File: src/rtl/arb_pkg.sv
// Shared types and sizes for the 4-input round-robin arbiter.
package arb_pkg;
    localparam int NUM_REQ = 4;
    localparam int ID_W    = 2;

    typedef enum logic {IDLE, OWNED} state_t;
endpackage

File: src/rtl/rr_priority_pick.sv
// Combinational round-robin pick: first set mask bit in order ptr+1, ptr+2, ptr+3, ptr.
module rr_priority_pick
    import arb_pkg::*;
(
    input  logic [NUM_REQ-1:0] mask,
    input  logic [ID_W-1:0]    ptr,
    output logic               found,
    output logic [ID_W-1:0]    index
);
    logic [ID_W-1:0] cand;

    // Walk from farthest to nearest so the nearest candidate is written last and wins.
    always_comb begin
        found = 1'b0;
        index = '0;
        cand  = '0;
        for (int k = NUM_REQ; k >= 1; k--) begin
            cand = ptr + ID_W'(k);
            if (mask[cand]) begin
                found = 1'b1;
                index = cand;
            end
        end
    end
endmodule

File: src/rtl/rr_arbiter_4input.sv
// 4-input round-robin arbiter with registered one-hot grant and zero-bubble handoff.
// Optional per-owner grant timeout enabled by defining ARB_TIMEOUT_EN.
module rr_arbiter_4input
    import arb_pkg::*;
#(
    parameter int TIMEOUT_CYCLES = 16
)
(
    input  logic               clk,
    input  logic               rst,
    input  logic [NUM_REQ-1:0] req,
    output logic [NUM_REQ-1:0] gnt,
    output logic [ID_W-1:0]    gnt_id,
    output logic               busy,
    output logic               any_req
);
    state_t             state;
    logic [ID_W-1:0]    ptr;
    logic [NUM_REQ-1:0] pick_mask;
    logic [ID_W-1:0]    pick_base;
    logic               pick_found;
    logic [ID_W-1:0]    pick_idx;
    logic               release_own;
    logic               handoff;

    assign any_req = |req;

    // While owned, search starts after the owner and never re-picks it.
    assign pick_mask   = (state == OWNED) ? (req & ~gnt) : req;
    assign pick_base   = (state == OWNED) ? gnt_id : ptr;
    assign release_own = (state == OWNED) && !req[gnt_id];

    rr_priority_pick u_pick (
        .mask  (pick_mask),
        .ptr   (pick_base),
        .found (pick_found),
        .index (pick_idx)
    );

`ifdef ARB_TIMEOUT_EN
    localparam int CNT_W = 8;
    logic [CNT_W-1:0] cnt;
    logic             expired;

    assign expired = (state == OWNED) && (cnt >= CNT_W'(TIMEOUT_CYCLES)) && pick_found;
    assign handoff = release_own || expired;

    // cnt holds the number of cycles the current grant has been visible.
    always_ff @(posedge clk or posedge rst) begin
        if (rst) begin
            cnt <= '0;
        end else if (state == IDLE || handoff) begin
            cnt <= pick_found ? CNT_W'(1) : '0;
        end else if (cnt < CNT_W'(TIMEOUT_CYCLES)) begin
            cnt <= cnt + CNT_W'(1);
        end
    end
`else
    assign handoff = release_own;
`endif

    always_ff @(posedge clk or posedge rst) begin
        if (rst) begin
            state  <= IDLE;
            gnt    <= '0;
            gnt_id <= '0;
            busy   <= 1'b0;
            ptr    <= ID_W'(NUM_REQ - 1);
        end else begin
            case (state)
                IDLE: begin
                    if (pick_found) begin
                        state  <= OWNED;
                        gnt    <= NUM_REQ'(1) << pick_idx;
                        gnt_id <= pick_idx;
                        busy   <= 1'b1;
                    end
                end
                OWNED: begin
                    if (handoff) begin
                        ptr <= gnt_id;
                        if (pick_found) begin
                            gnt    <= NUM_REQ'(1) << pick_idx;
                            gnt_id <= pick_idx;
                        end else begin
                            state  <= IDLE;
                            gnt    <= '0;
                            gnt_id <= '0;
                            busy   <= 1'b0;
                        end
                    end
                end
                default: begin
                    state  <= IDLE;
                    gnt    <= '0;
                    gnt_id <= '0;
                    busy   <= 1'b0;
                end
            endcase
        end
    end
endmodule

File: config.mk
export PLATFORM = sky130hd
export DESIGN_NAME = rr_arbiter_4input
export DESIGN_NICKNAME = d
export VERILOG_FILES = /design/src/rtl/arb_pkg.sv /design/src/rtl/rr_priority_pick.sv /design/src/rtl/rr_arbiter_4input.sv
export SDC_FILE = /design/constraint.sdc
export NUM_CORES = 1
export LEC_CHECK = 0
export CAP_MARGIN = 20
export CORE_MARGIN = 2
export CORE_UTILIZATION = 29
export CTS_BUF_LIST = sky130_fd_sc_hd__clkbuf_4
export DETAILED_ROUTE_END_ITERATION = 8
export HOLD_SLACK_MARGIN = 0.03
export MAX_ROUTING_LAYER = met4
export PLACE_DENSITY = 0.5
export SLEW_MARGIN = 5
export SYNTH_ARGS = -nofsm -noshare
export SYNTH_HDL_FRONTEND = slang
export SYNTH_SLANG_ARGS = --single-unit
File: constraint.sdc
create_clock -name clk -period 2.8 [get_ports clk]
set_clock_uncertainty 0.1 [all_clocks]
set_input_delay 0.84 -clock clk [delete_from_list [all_inputs] [get_ports clk]]
set_output_delay 0.84 -clock clk [all_outputs]
set_load 0.05 [all_outputs]
==> out/qor.yml <==
die_y_um: 52.3
fin_nets: 90
min_path_cells: 2
routabilityCongestion: 0.818
max_clock_freq_mhz: 367
tritoncts: "done"
yosysUniqueCellTypes: 37
num_rows: 17
min-delay-start: "busy$_DFFE_PP0P_"
syn2layout_area_growth_pct: 38.3
antenna_cells: 0
die_w_um: 52.3
vias: 569
cts.sinks: 10
portBuffers: 13
ant_nets: 0
dp_cells: 107
cellLeakagePower_nw: 0.415
required_ns: 1.86
rsz0062_at_grt: "no"
drt-initial-drc-count: 12
r2r-start: "state$_DFF_PP0_"
dieArea_mm2: 0.00274
yosysSeqAreaShare_pct: 37.3
wl_per_cell_um: 14.8
syn_area_per_cell_um2: 11.9
powerDensity_mw_per_mm2: 1150
grt_start_max_net_pins: 11
cp_max_fo: 2
dr.pass1.iters: 4
r2r_slack_ns: 0.66
synthFlopType: "dfrtp_1"
place_hpwl_mm: 1.24
synthCells: 57
cts_made_buffers: 3
grt_pass1_vias: 619
vdd_ir_drop_max_mv: 0.559
start_util_pct: 30.6
finalCritPeriodShare_pct: 97.4
period_minus_slack_ns: 2.73
yosys_warnings: 0
outcome: "completed"
worstReg2RegEnd: "gnt_id[0]$_DFFE_PP0P_"
cts_root_buf: "clkbuf_4"
hold_path_class: "flip-flop to flip-flop"
utilization_pct: 42.3
setup-violations-final: 0
core_area_mm2: 0.00221
ys_ff_latch: 10
wl_mm: 1.62
crit_type: "input port to primary output"
reg2regPathDepth: 6
track_usage_pct: 14.7
crit_arrival_ns: 1.79
worst_setup_path_start_kind: "input port"
post-cts-setup-buffers: 0
final-hold-violation-count: 0
holdPathEnd: "busy$_DFFE_PP0P_"
via_per_inst: 5.17
netlist_area_um2: 677
cts_hold_buf: 0
cts_max_level: 1
ioPinCount: 14
fin_tns_setup_ns: 0
tightest_slew_ns: 0.502
max_cap_viol_count: 0
grt_pass1_wl_mm: 2.79
async_flop_share_pct: 100
antenna_found_initial: 0
clockBufferDepth: 2
grt.overflow.total: 0
end_kind: "primary output"
synth_edf_count: 0
synth.net_count: 63
clk_pin_slew_worst_paths_ns: 0.06
layout-drive-gt1-share_pct: 46.3
slew_viol_final: 0
drc_errors: 0
insertion_delay_ns: 0.27
slew-limit-headroom_pct: 66.5
stdcell_count: 110
## power breakdown
group | internal (mW) | leakage [nW] | switching, mW
combinational | 0.304 | 0.283 | 0.378
clock | 0.0498 | 0.0138 | 0.0502
sequential | 0.215 | 0.119 | 0.0744
total | 0.570 | 0.415 | 0.503
## final cells by class
| cell class | count | area [um^2] |
|---|---|---|
| clock buffer | 3 | 22.5 |
| fill | 233 | 1280 |
| inverter | 2 | 7.51 |
| multi-input combinational | 44 | 409 |
| sequential | 10 | 253 |
| tap | 28 | 35.0 |
| timing repair buffer | 23 | 209 |
## synthesized netlist by cell type, types with 2 or more instances
| cell type | number | share of area [%] |
|---|---|---|
| a21bo_2 | 2 | 3.0 |
| a22o_2 | 2 | 3.0 |
| mux2_2 | 2 | 3.3 |
| dfrtp_1 | 8 | 30 |
| nand2_1 | 5 | 2.8 |
| mux2_4 | 2 | 4.4 |
| inv_1 | 2 | 1.1 |
| a21boi_1 | 2 | 2.2 |
| dfstp_2 | 2 | 7.8 |
| o21ai_0 | 2 | 1.5 |
| nor2_1 | 2 | 1.1 |
## logic make-up after synthesis
group           Yosys count  share of synthesized area (%)
compound gates           21                           30.3
buf+inv                   3                           2.77
flops                    10                           37.3
mux                       7                           14.2
simple gates             16                           15.3
## sequential cells by signal, indices dropped and copies added, names as in the netlist
signal	cells
busy	1
state	1
gnt	4
ptr	2
gnt_id	2
## per-layer routing
layer	up-vias	GRT usage [%]	wire (um)
li1	277	-	-
met3	5	4.00	62
met4	0	8.97	33
met2	18	21.3	738
met1	269	18.1	789
met5	-	-	0
## placed cells by master (no fill, tap or decap), drive strengths merged
cell type / instances
a32o: 2
nor2: 2
nand2b: 1
nand2: 6
clkdlybuf4s50: 8
a21bo: 2
a41oi: 1
clkbuf: 3
nor2b: 1
mux2i: 1
dlymetal6s2s: 1
dlygate4sd2: 3
mux2: 5
a21oi: 1
dfrtp: 8
mux4: 1
o221ai: 1
a21boi: 4
nand4: 1
o21ai: 3
inv: 2
buf: 11
a22oi: 1
and2: 1
a22o: 2
or4: 1
or3: 1
o211ai: 2
nor4: 1
a21o: 1
dfstp: 2
a211oi: 1
nor3: 1
## worst max path at each step
stage | start | to | cells after the start | slack (ns)
after detailed placement | req[2] | any_req | 3 | -0.14
after global placement | req[2] | any_req | 3 | -0.11
after floorplan | req[0] | any_req | 1 | 0.25
after CTS | req[0] | any_req | 3 | 0.001
after global routing | req[3] | any_req | 3 | 0.06
final | req[3] | any_req | 3 | 0.07
## critical path, stage by stage
cell,delay [ns]
dlygate4sd2_1,0.25
or4_4,0.54
buf_8,0.16
## metrics by stage
| stage | total power [mW] | hold slack, ns | setup WS (ns) | instance area [um^2] |
|---|---|---|---|---|
| 2_1_floorplan | 0.760 | 0.504 | 0.246 | 677 |
| 3_3_place_gp | 0.976 | 0.397 | -0.113 | 903 |
| 3_5_place_dp | 0.973 | 0.413 | -0.136 | 903 |
| 4_1_cts | 1.08 | 0.431 | 0.00101 | 933 |
| 5_1_grt | 1.15 | 0.481 | 0.0600 | 936 |
| 6_report | 1.07 | 0.419 | 0.0718 | 936 |
## timing repair
action,CTS,global route
endpoints found under the hold margin,0,0
gates resized for setup,6,1
endpoints found under the setup margin,1,1
pin swaps,1,0
Power figures use the tool's default switching activity.
